**config.mk**
```make
export PLATFORM = sky130hd
export DESIGN_NAME = reg_file
export DESIGN_NICKNAME = d
export VERILOG_FILES = /design/src/rtl/rf_pkg.sv /design/src/rtl/rf_parity.sv /design/src/rtl/reg_file.sv
export SDC_FILE = /design/constraint.sdc
export NUM_CORES = 1
export LEC_CHECK = 0
export BUFFER_PORTS_ARGS = -buffer_cell sky130_fd_sc_hd__clkbuf_2
export CORE_UTILIZATION = 30
export DETAILED_ROUTE_END_ITERATION = 8
export PLACE_DENSITY = 0.55
export SYNTH_ARGS = -nofsm -noshare
export SYNTH_HDL_FRONTEND = slang
export SYNTH_SLANG_ARGS = --single-unit
```
**constraint.sdc**
```tcl
create_clock -name CLK -period 5.5 [get_ports CLK]
set_clock_uncertainty 0.15 [all_clocks]
set_input_delay 1.1 -clock CLK [delete_from_list [all_inputs] [get_ports CLK]]
set_output_delay 1.1 -clock CLK [all_outputs]
set_load 0.005 [all_outputs]
```
**src/rtl/rf_pkg.sv**
```systemverilog
// Shared constants and helpers for the reg_file block (reserved addresses, reset values, parity).
// Parity storage in reg_file is enabled by defining RF_PARITY_EN.
package rf_pkg;

  localparam int DATA_W = 8;

  localparam int ALU_OPA_ADDR   = 0;
  localparam int ALU_OPB_ADDR   = 1;
  localparam int UART_CFG_ADDR  = 2;
  localparam int DIV_RATIO_ADDR = 3;

  // UART: prescale 32, parity enabled, even parity
  localparam logic [DATA_W-1:0] UART_CFG_RST  = 8'h81;
  localparam logic [DATA_W-1:0] DIV_RATIO_RST = 8'd32;

  // Even-parity bit: makes the total number of ones in {word, bit} even
  function automatic logic even_parity(input logic [DATA_W-1:0] d);
    return ^d;
  endfunction

endpackage

```
**src/rtl/rf_parity.sv**
```systemverilog
// Combinational even-parity generator over WIDTH bits.
// Instantiated by reg_file only when RF_PARITY_EN is defined.
module rf_parity #(
  parameter int WIDTH = 8
) (
  input  logic [WIDTH-1:0] data_i,
  output logic             parity_o
);

  assign parity_o = ^data_i;

endmodule

```
**src/rtl/reg_file.sv**
```systemverilog
// Flop-based register file with registered read data and one-cycle valid; entries 0..3 drive REG0..REG3.
// Define RF_PARITY_EN to add per-entry even parity and the RdData_ERR output.
module reg_file
  import rf_pkg::*;
#(
  parameter int WIDTH = 8,
  parameter int ADDR  = 4
) (
  input  logic             CLK,
  input  logic             RST,
  input  logic             WrEn,
  input  logic             RdEn,
  input  logic [ADDR-1:0]  Address,
  input  logic [WIDTH-1:0] WrData,
  output logic [WIDTH-1:0] RdData,
  output logic             RdData_VLD,
`ifdef RF_PARITY_EN
  output logic             RdData_ERR,
`endif
  output logic [WIDTH-1:0] REG0,
  output logic [WIDTH-1:0] REG1,
  output logic [WIDTH-1:0] REG2,
  output logic [WIDTH-1:0] REG3
);

  localparam int DEPTH = 1 << ADDR;

  logic [WIDTH-1:0] mem_q [DEPTH];
  logic [WIDTH-1:0] rd_data_q, rd_data_d;
  logic             rd_vld_q, rd_vld_d;
  logic             rd_sel;

  // A simultaneous write wins; the read is dropped
  assign rd_sel = RdEn && !WrEn;

  always_ff @(posedge CLK or posedge RST) begin
    if (RST) begin
      for (int i = 0; i < DEPTH; i++) begin
        if (i == UART_CFG_ADDR)       mem_q[i] <= WIDTH'(UART_CFG_RST);
        else if (i == DIV_RATIO_ADDR) mem_q[i] <= WIDTH'(DIV_RATIO_RST);
        else                          mem_q[i] <= '0;
      end
    end else if (WrEn) begin
      mem_q[Address] <= WrData;
    end
  end

  always_comb begin
    rd_data_d = rd_data_q;
    rd_vld_d  = 1'b0;
    if (rd_sel) begin
      rd_data_d = mem_q[Address];
      rd_vld_d  = 1'b1;
    end
  end

  always_ff @(posedge CLK or posedge RST) begin
    if (RST) begin
      rd_data_q <= '0;
      rd_vld_q  <= 1'b0;
    end else begin
      rd_data_q <= rd_data_d;
      rd_vld_q  <= rd_vld_d;
    end
  end

`ifdef RF_PARITY_EN
  logic [DEPTH-1:0] par_q;
  logic             wr_par, rd_par;
  logic             rd_err_q, rd_err_d;

  rf_parity #(.WIDTH(WIDTH)) u_wr_par (.data_i(WrData),         .parity_o(wr_par));
  rf_parity #(.WIDTH(WIDTH)) u_rd_par (.data_i(mem_q[Address]), .parity_o(rd_par));

  always_ff @(posedge CLK or posedge RST) begin
    if (RST) begin
      for (int i = 0; i < DEPTH; i++) begin
        if (i == UART_CFG_ADDR)       par_q[i] <= even_parity(UART_CFG_RST);
        else if (i == DIV_RATIO_ADDR) par_q[i] <= even_parity(DIV_RATIO_RST);
        else                          par_q[i] <= 1'b0;
      end
    end else if (WrEn) begin
      par_q[Address] <= wr_par;
    end
  end

  always_comb begin
    rd_err_d = 1'b0;
    if (rd_sel) rd_err_d = rd_par ^ par_q[Address];
  end

  always_ff @(posedge CLK or posedge RST) begin
    if (RST) rd_err_q <= 1'b0;
    else     rd_err_q <= rd_err_d;
  end

  assign RdData_ERR = rd_err_q;
`endif

  assign RdData     = rd_data_q;
  assign RdData_VLD = rd_vld_q;
  assign REG0       = mem_q[ALU_OPA_ADDR];
  assign REG1       = mem_q[ALU_OPB_ADDR];
  assign REG2       = mem_q[UART_CFG_ADDR];
  assign REG3       = mem_q[DIV_RATIO_ADDR];

endmodule

```
# Word level (Yosys, flattened, before mapping)
# Cells that the tools add are included.
[word_totals]
ram_bits = 0
latch_bits = 0
ff_bits = 137
out_inout_bits = 41
mem_bits_ro = 0
inputBits = 16
n_memories = 0
[op_classes]
reduce_logical = 3
magnitude_cmp = 2
mux = 7
addsub = 0
shift = 0
n_mul = 0
eq_ne = 0
bitwise_logic = 1
n_div = 0
[ops]
columns = ["cell", "n"]
rows = [
  ["128-bit bitwise mux", 1],
  ["8-bit binary-select mux with 4-bit select", 1],
  ["8-bit demux with 4-bit select", 1],
  ["8-bit two-way mux", 3],
  ["5-bit >= comparator, second input constant", 1],
  ["5-bit by 1-bit less-than comparator with 1-bit output, second input constant", 1],
  ["4-bit inverter with 5-bit output", 1],
  ["1-bit logical AND", 2],
  ["1-bit logical NOT", 1],
  ["1-bit two-way mux", 1],
]

# Logic depth before layout (Yosys ltp)
# Gate-level depths: netlist (run 1).
[logic_depth]
word_depth = 6
depth_mapped = 6

# Worst setup path before layout (run 1)
# OpenSTA, ideal clock, no wires.
[synth_timing]
path_type = "input port to flip-flop"
from = "input Address[1]"
to = "register rd_data_q[4] (netlist: RdData[4])"
stages = 5
setup_ns = 0.131
setup_slack_ns = 3.048
required_time_ns = 5.219
n_path_buf = 2
arrival_ns = 2.171
path_cell_list = "buf_6 -> buf_6 -> mux4_1 -> a22oi_1 -> a31oi_1"
[synth_via]
elab_chain_cells = 4
[synth_rtl]
columns = ["item", "line_no", "rtl"]
rows = [
  ["from (decl)", "reg_file.sv:13", "input logic [ADDR-1:0] Address,"],
  ["4-bit inverter with 5-bit output (implied by the code)", "reg_file.sv:52", "rd_data_d = mem_q[Address];"],
  ["8-bit binary-select mux with 4-bit select", "reg_file.sv:52", ""],
  ["8-bit two-way mux (implied by the code) (2 in a row)", "reg_file.sv:52", ""],
  ["to (signal assigned)", "reg_file.sv:62", "rd_data_q <= rd_data_d;"],
  ["to (decl)", "reg_file.sv:29", "logic [WIDTH-1:0] rd_data_q, rd_data_d;"],
]
# Every way passes these cells. The select of a mux whose other input is x is not followed.
# A chain may end at the register's enable or synchronous reset.

# Final worst setup path (run 1)
[layout_timing]
from = "input Address[1]"
to = "register rd_data_q[5] (netlist: RdData[5])"
# Same word-level chain as after synthesis.

==> results of run 1 <==
-- area by class of cell --
class | count | area, sq um | area share [%]
Sequential cell | 137 | 3430 | 47.1
Multi-Input combinational cell | 238 | 2600 | 35.7
Clock buffer | 21 | 470 | 6.46
Tap cell | 275 | 344 | 4.73
Timing Repair Buffer | 59 | 303 | 4.16
Clock inverter | 11 | 121 | 1.67
Inverter | 1 | 8.76 | 0.120
-- through the flow --
stage	setup slack [ns]	cells
2_1_floorplan	0.587	435
3_3_place_gp	2.07	710
3_5_place_dp	2.05	710
4_1_cts	2.49	742
5_1_grt	2.29	742
6_report	2.55	742
-- final timing paths --
kind,startpoint,to,slack (ns),cells past startpoint
worst min-delay path,mem_q[36],mem_q[36],0.35,1
max in group asynchronous,RST,mem_q[30],3.46,3
worst max register to register,REG2[3],RdData[3],3.86,3
worst max-delay path,Address[1],RdData[5],2.55,5
worst min register to register,mem_q[36],mem_q[36],0.35,1
min in group asynchronous,RST,REG2[4],0.74,2
-- registers in the layout, indices dropped and copies added, names as in the netlist --
signal,count
mem_q,96
REG0,8
REG1,8
REG2,8
REG3,8
RdData,8
RdData_VLD,1
-- kinds of logic after synthesis --
kind of cell | count (synthesis)
mux | 168
flops | 137
buf+inv | 60
simple gates | 46
compound gates | 24
-- report_power, final --
part	switching (uW)	internal, uW
sequential	131	1240
clock	427	702
combinational	203	310
total	761	2250
-- worst max-delay path: stages --
cell and delay [ns]:
clkbuf_2 0.61, buf_4 0.50, mux4_2 0.56, a22oi_1 0.19, a31oi_1 0.09
-- layout by cell type, fill, tap and decap left out, types with 4 or more instances in the layout --
| master | n |
|---|---|
| clkbuf_16 | 17 |
| nor2_1 | 10 |
| mux4_2 | 22 |
| a31oi_1 | 8 |
| dfrtp_1 | 134 |
| nand2_1 | 10 |
| nand3b_1 | 4 |
| o221a_2 | 8 |
| nor2_2 | 9 |
| a22oi_1 | 8 |
| mux2_2 | 128 |
| clkinv_2 | 4 |
| clkbuf_2 | 56 |
| mux2i_1 | 16 |
| nand2b_1 | 6 |
-- per-layer routing --
metal | wire length, microns | global-route usage [%] | vias up
li1 | - | - | 1597
met5 | 0 | 0 | -
met3 | 784 | 3.99 | 13
met2 | 7190 | 23.3 | 68
met1 | 6350 | 18.4 | 1902
met4 | 211 | 4.59 | 0
==> summary.md, run 1 <==
| Metric | Value |
|---|---|
| Status | completed |
| Final Hold Vio Count | 0 |
| Setup CP Type | primary input to register |
| Slew Limit Headroom | about two fifths |
| Post-synthesis xor/xnor area fraction | 0% |
| H-Tree Depth | 4 |
| Worst Path Max Fanout | 23 |
| Initial antenna violation count | 0 |
| Routed WL | 14500 microns |
| Post-route antenna net violation count | 0 |
| Tot GR Track Use | 14.3% |
| Port buffer count | between 50 and 60 |
| Slew Limit Fails | 0 |
| Syn Inst Count | roughly 440 |
| Post-route DRC | 0 |
| Post-synthesis mux area share | 33.5% |
| I/O pin cnt | 57 |
| Maximum clock rate | 339 MHz |
| Main combinational cell family by area after synthesis | multiplexers |
| Top area cells in the synthesized netlist | dfrtp_1, mux2_2, mux4_2 |
| Simple-Gate Fraction of Synth Area | 3.89% |
| Vias | 3580 |
| CP arrival | 3.09 ns |
| Final Cycle Share | 53.7% |
| Largest net degree at the start of global routing | 104 |
| Vias/cell | 4.82 |
| Die area | 22000 sq um |
| Num rows | 53 |
| Max clock buf depth | 2 |
| Post-synthesis adder-cell area fraction | 0% |
| Final nets | 470 |
| Clock Tree Root | clkbuf_16 |
| Top FF cell, synth | dfrtp_1 |
| Number of synthesized flops with an enable pin | 0 |
| Die width | around 150 microns |
| Peak VDD IR | 0.221 mV |
| Commonest cells post-synth | dfrtp_1, mux2_2, buf_4 |
| Final setup viols | 0 |
| DRT iter0 DRCs | ~150 |
| Setup TNS | 0 ns |
| GPL Wtd Cong | 0.764 |
| Slew @ Worst Pin | 0.904 ns |
| Pwr dens | 414 nW/um^2 |
| WL/cell | roughly 20 microns |
| First-pass GRT wire length | between 20000 and 25000 microns |
| WHS | 0.347 ns |
| Sinks on Clock Net | 137 |
| Worst hold-check path type | register to register |
| Worst endpoint required time | 5.64 ns |
| Clk Latency, worst-skew pair | between 0.4 and 0.5 ns |
| Yosys top cell by area | dfrtp_1 |
| Ys Warns | 0 |
| Most common cell in the netlist | dfrtp_1 |
| Setup repair bufs after CTS | 0 |
| Dpl cell area | between 6000 and 7000 sq um |
| Number of global-route vias before repair | 3911 |
| Num CTS Buffers | 17 |
| Post-DP HPWL | 9820 microns |
| Post-synth ARST share | 100% |
| CTS tree | built |
| Post-cts sizing count | 0 |
| Clock transition at path regs | 0.06 ns |
| Synth Cell Area | 6420 sq um |
| Power, Total | roughly 3000 uW |
| Fillers | 2010 |
| Critical path endpoint category | register |
| Mapped Nets | 451 |
| Fin crit period | roughly 3 ns |
| Top cell type's share of synthesized area | 52.2% |
| Die Y-Extent | between 100 and 150 microns |
| Initial cell density of the core | 30.6% |
| Post-layout util | 34.6% |
| Synth Area in Compound Gates | 3.12% |
| Post-synth cell types | 26 |
| Seq cells post-synth | roughly 140 |
| Finished Cell Area | between 7000 and 8000 sq um |
| Core area | 21000 sq um |
| Mean Syn Cell Area | ~15 sq um |
| Share of layout cells above drive strength 1 | approximately 56% |
| Register area share after synthesis | 53.4% |
| N_diodes | 0 |
| Hold-fix buffer count after cts | 0 |
| Max-cap violations | 0 |
| Setup repair after global routing missed its margin | false |
| DRT Pass-1 Iters | 5 |
| GR Overflow Total | 0 |
| P_leak | 0.00314 uW |
| Area delta synth->final | 13.3% |
| Crit start category | primary input |
(Power assumes the default switching activity.)
==> run 2, diff against run 1 <==
- clock period: 5.5 -> 2.9 ns (I/O delays scaled with it)
==> run 2 against run 1 <==
  * Non-clock buffer count increased by 2
  * First-iteration DRC count shrank 9.8%
  * Final cell count rose by 0.27%
  * Clock-buffer cell count shrank 2
  * Critical path depth unchanged
  * Sequential share of layout area is 0.089 points higher
  * Routed wire length increased by 1.1%
  * Total power is 85% higher
  * Core utilization down 0.066 points
  * Sequential power is 91% higher
  * Critical endpoint is now RdData[7]
  * Highest routed layer unchanged
==> summary.md, run 2 (same netlist as run 1, synthesis figures left out) <==
| Metric | Value |
|---|---|
| Setup repair bufs after CTS | 0 (unchanged) |
| GR Overflow Total | 0 (unchanged) |
| Post-cts sizing count | 0 (unchanged) |
| Clk Latency, worst-skew pair | 0.42 ns (about the same) |
| H-Tree Depth | 4 (unchanged) |
| Crit start category | primary input (unchanged) |
| CP cell instances | clkbuf_2 > buf_4 > mux4_2 > a22oi_1 > a31oi_1 (unchanged) |
| Setup CP Type | primary input to register (unchanged) |
| Slew Limit Fails | 0 (unchanged) |
| CP arrival | 2.34 ns (was 3.09 ns) |
| Clock Tree Root | clkbuf_16 (unchanged) |
| Slew @ Worst Pin | 0.770 ns (was 0.904 ns) |
| Final worst slack | 0.696 ns (was 2.55 ns) |
| Num CTS Buffers | 17 (unchanged) |
| Final setup viols | 0 (unchanged) |
| Slowest stage cell, crit path | mux4_2 (was clkbuf_2) |
| Core area | 21000 sq um (unchanged) |
| Post-layout util | 34.6% (about the same) |
| Vias | 3590 (was 3580) |
| Maximum clock rate | approximately 450 MHz |
| Die Y-Extent | 148 microns (unchanged) |
| Slew Limit Headroom | 48.6% (was 39.8%) |
| Worst hold-check path type | primary input to asynchronous set/reset pin (was register to register) |
| DP Worst Slack | 0.246 ns (was 2.05 ns) |
| First-pass GRT wire length | 23100 microns (was 23000 microns) |
| CP max stage delay | 0.54 ns (was 0.61 ns) |
| N_diodes | 0 (unchanged) |
| Share of layout cells above drive strength 1 | 56.5% (was 56.1%) |
| Die width | 148 microns (unchanged) |
| Hold-fix buffer count after cts | 0 (unchanged) |
| Clock transition at path regs | 0.06 ns (about the same) |
| Dpl cell area | 6710 sq um (was 6690 sq um) |
| Number of global-route vias before repair | 3875 (was 3911) |
| Worst Path Max Fanout | 15 (was 23) |
| Max FFs per register | 96 (unchanged) |
| Fin crit period | 2.20 ns |
| Sinks on Clock Net | 137 (unchanged) |
| Register-to-register setup slack | 1.20 ns (was 3.86 ns) |
| Setup TNS | 0 ns (unchanged) |
| I/O pin cnt | 57 (unchanged) |
| Most frequent cells in the layout | dfrtp_1, mux2_2, clkbuf_2 (unchanged) |
| Tot GR Track Use | 14.4% (was 14.3%) |
| Max clock buf depth | 2 (unchanged) |
| WL/cell | 19.7 microns (was 19.6 microns) |
| Post-route DRC | 0 (unchanged) |
| Num rows | 53 (unchanged) |
| Largest net degree at the start of global routing | 138 (was 104) |
| Final Hold Vio Count | 0 (unchanged) |
| CTS tree | built (unchanged) |
| Initial antenna violation count | 0 (unchanged) |
| Port buffer count | 56 (unchanged) |
| WHS | 0.181 ns (was 0.347 ns) |
| Post-route antenna net violation count | 0 (unchanged) |
| DRT iter0 DRCs | 138 (was 153) |
| Initial cell density of the core | 30.6% (unchanged) |
| CP startpoint | Address[1] (unchanged) |
| Final Cycle Share | 76.0% |
| P_leak | 0.00312 uW (was 0.00314 uW) |
| Finished Cell Area | 7270 sq um (was 7280 sq um) |
| Vias/cell | 4.83 (was 4.82) |
| Routed WL | 14700 microns (was 14500 microns) |
| Max-cap violations | 0 (unchanged) |
| DRT Pass-1 Iters | 4 (was 5) |
| Setup repair after global routing missed its margin | false (unchanged) |
| Critical path endpoint category | register (unchanged) |
| Commonest non-fill, non-tap cell in the layout | dfrtp_1 (unchanged) |
| GPL Wtd Cong | 0.797 (was 0.764) |
| Worst r2r src | REG2[6] (was REG2[3]) |
| Worst endpoint required time | 3.03 ns (was 5.64 ns) |
| Pwr dens | 769 nW/um^2 (was 414 nW/um^2) |
| Reg-to-reg critical path endpoint | RdData[6] (was RdData[3]) |
| Area delta synth->final | 13.1% (was 13.3%) |
| Final nets | 472 (was 470) |
| Reg2reg path depth | 3 (unchanged) |
| Status | completed (unchanged) |
| Worst setup path end | RdData[7] (was RdData[5]) |
| Peak VDD IR | 0.359 mV (was 0.221 mV) |
| Post-DP HPWL | 9930 microns (was 9820 microns) |
| Top reg by flops | mem_q (unchanged) |
| Die area | 22000 sq um (unchanged) |
-- run 2: cell types whose count changed in the layout (fill, tap and decap cells not counted), sizes merged --
cell and change:
buf +2, bufinv -2, clkbuf -2, clkinv +2
clkinvlp +2
-- run 2: final cells by class --
class | count | area, sq um
fill | 2023 | 13800
sequential | 137 | 3430
multi-input combinational | 238 | 2600
clock buffer | 19 | 453
tap | 275 | 344
timing repair buffer | 61 | 330
clock inverter | 13 | 98.8
inverter | 1 | 7.51
-- run 2: report_power, final --
group / switching (uW) / internal, uW / total [uW]
clock: 849 / 1140 / 1990
sequential: 262 / 2360 / 2620
combinational: 387 / 591 / 978
total: 1500 / 4090 / 5590
-- run 2: worst min-delay path by stage --
stage | startpoint | to | depth (start not counted)
2_1_floorplan | mem_q[94] | mem_q[94] | 1
5_1_grt | RST | mem_q[75] | 3
3_5_place_dp | mem_q[36] | mem_q[36] | 1
3_3_place_gp | mem_q[90] | mem_q[90] | 1
4_1_cts | RST | mem_q[91] | 3
6_report | RST | mem_q[75] | 3
-- run 2: worst max-delay path: cells and delay by family --
family          cells  cell delay [ns]
compound gates      2             0.46
buf+inv             2             0.74
mux                 1             0.54
-- run 2: metal layers --
metal	part of all wire, %	up-vias	routed length, microns	GRT usage (%)
met1	46	1902	6740	19.1
met4	0.88	0	129	3.97
met3	4.1	11	600	3.87
li1	-	1606	-	-
met2	49	71	7210	23.0
met5	0	-	0	0
-- run 2: per-stage QoR --
step	total power [uW]	cells
detailed placement	3650	712
global route	5860	744
finish	5590	744
floorplan	3400	435
global placement	3610	712
CTS	5650	744
==> run 3, diff against run 2 <==
- PLACE_DENSITY: 0.55 -> 0.56
- clock period: 2.9 -> 1.9 ns (I/O delays scaled with it)
==> run 3 against run 2 <==
  * Register-to-register slack worse by 0.93 ns
  * Worst setup slack worse by 0.46 ns
  * Worst hold slack better by 0.10 ns
  * Cell area is 6.6% higher
  * Critical path type unchanged
  * Critical path depth stayed put
  * Clock power is 80% higher
  * Via count is 5.2% higher
  * Die area stayed put
==> summary.md, run 3 (same netlist as run 1, synthesis figures left out) <==
| Metric | Value |
|---|---|
| Status | completed (unchanged) |
| Hold-fix buffer count after cts | 1 (was 0) |
| Slowest stage cell, crit path | mux4_2 (unchanged) |
| Clock transition at path regs | 0.06 ns (about the same) |
| Num rows | 53 (unchanged) |
| Max FFs per register | 96 (unchanged) |
| CP cell instances | clkbuf_2 > buf_12 > mux4_2 > a22oi_1 > a31oi_1 (was clkbuf_2 > buf_4 > mux4_2 > a22oi_1 > a31oi_1) |
| Routed WL | 15300 microns (was 14700 microns) |
| Post-route antenna net violation count | 0 (unchanged) |
| Area delta synth->final | 20.5% (was 13.1%) |
| N_diodes | 0 (unchanged) |
| Num CTS Buffers | 17 (unchanged) |
| Critical path endpoint category | register (unchanged) |
| Number of global-route vias before repair | 4114 (was 3875) |
| CTS tree | built (unchanged) |
| Commonest non-fill, non-tap cell in the layout | dfrtp_1 (unchanged) |
| Core area | 21000 sq um (unchanged) |
| WHS | 0.284 ns (was 0.181 ns) |
| Worst hold-check path type | primary input to register (was primary input to asynchronous set/reset pin) |
| Power, Total | 9120 uW (was 5590 uW) |
| Tot GR Track Use | 15.2% (was 14.4%) |
| Crit start category | primary input (unchanged) |
| Die Y-Extent | 148 microns (unchanged) |
| Slew Limit Headroom | 55.7% (was 48.6%) |
| Maximum clock rate | 600 MHz |
| Most frequent cells in the layout | dfrtp_1, mux2_2, clkbuf_2 (unchanged) |
| Share of layout cells above drive strength 1 | 59.1% (was 56.5%) |
| Pwr dens | 1180 nW/um^2 (was 769 nW/um^2) |
| Initial antenna violation count | 0 (unchanged) |
| Max clock buf depth | 2 (unchanged) |
| CP max stage delay | 0.50 ns (was 0.54 ns) |
| Die width | 148 microns (unchanged) |
| Worst endpoint required time | 2.04 ns (was 3.03 ns) |
| DRT iter0 DRCs | 170 (was 138) |
| Largest net degree at the start of global routing | 113 (was 138) |
| GPL Wtd Cong | 0.757 (was 0.797) |
| DRT Pass-1 Iters | 4 (unchanged) |
| Vias | 3775 (was 3590) |
| Worst Path Max Fanout | 10 (was 15) |
| WL/cell | 19.8 microns (was 19.7 microns) |
| Post-DP HPWL | 10600 microns (was 9930 microns) |
| Crit path buffers/inverters | 2 (unchanged) |
| Post-layout util | 36.8% (was 34.6%) |
| Slew @ Worst Pin | 0.663 ns (was 0.770 ns) |
| Post-cts sizing count | 0 (unchanged) |
| Final Cycle Share | 87.7% |
| CP arrival | 1.81 ns (was 2.34 ns) |
| P_leak | 0.00338 uW (was 0.00312 uW) |
| Max-cap violations | 0 (unchanged) |
| Sinks on Clock Net | 137 (unchanged) |
| Clock Tree Root | clkbuf_16 (unchanged) |
| Post-route DRC | 0 (unchanged) |
| Setup CP Type | primary input to register (unchanged) |
| Vias/cell | 4.86 (was 4.83) |
| Fin crit period | 1.67 ns |
| First-pass GRT wire length | 24400 microns (was 23100 microns) |
| H-Tree Depth | 4 (unchanged) |
| Crit path max-delay family | multiplexers (was buffers and inverters) |
| Slew Limit Fails | 0 (unchanged) |
| I/O pin cnt | 57 (unchanged) |
| Final nets | 504 (was 472) |
| Initial cell density of the core | 30.6% (unchanged) |
| Peak VDD IR | 0.634 mV (was 0.359 mV) |
| Setup repair after global routing missed its margin | false (unchanged) |
| Clk Latency, worst-skew pair | 0.42 ns (about the same) |
| Final setup viols | 0 (unchanged) |
| Die area | 22000 sq um (unchanged) |
| GR Overflow Total | 0 (unchanged) |
| Port buffer count | 56 (unchanged) |
| Setup repair bufs after CTS | 0 (unchanged) |
| Final Hold Vio Count | 0 (unchanged) |
| Top reg by flops | mem_q (unchanged) |
==> run 3: path summary, 6_finish.rpt <==
kind | from | endpoint | slack [ns] | cells past startpoint
min in group asynchronous | RST | REG0[4] | 0.46 | 4
min reg2reg | mem_q[88] | mem_q[88] | 0.35 | 1
max | Address[1] | RdData[2] | 0.23 | 5
min | RdEn | RdData_VLD | 0.28 | 3
max reg2reg | mem_q[51] | RdData[3] | 0.27 | 3
max in group asynchronous | RST | mem_q[28] | 0.57 | 4
==> run 3: routing by layer <==
metal  wire [microns]  GRT usage, %  vias to the layer above
met2             7550          24.4                       73
met3              634          4.23                       20
met5                0             0                        -
li1                 -             -                     1672
met4              250          5.15                        0
met1             6920          19.8                     2010
==> run 3: tightest hold or removal path: cells and delay by family <==
family / cells / cell delay (ns)
buffers and inverters: 2 / 0.27
and+or+nand+nor: 1 / 0.13
==> run 3: power breakdown <==
part	switching [uW]	internal [uW]	total, uW
sequential	402	3600	4000
clock	1240	2330	3580
combinational	597	946	1540
==> run 3: cell type report <==
class / count / area, sq um
repair buffers: 93 / 711
flip-flops and latches: 137 / 3430
clock buffers: 21 / 480
inverters: 1 / 7.51
multi-input cells: 238 / 2600
well taps: 275 / 344
fillers: 1979 / 13300
clock inverters: 11 / 168
==> run 3: metrics by stage <==
stage	TNS (ns)	instances	instance area (sq um)	setup WS [ns]
2_1_floorplan	-44.85	435	6430	-0.335
5_1_grt	0	776	7740	0.143
6_report	0	776	7740	0.233
3_3_place_gp	-5.14	743	7080	-0.177
4_1_cts	0	776	7740	0.247
3_5_place_dp	-6.69	743	7080	-0.189
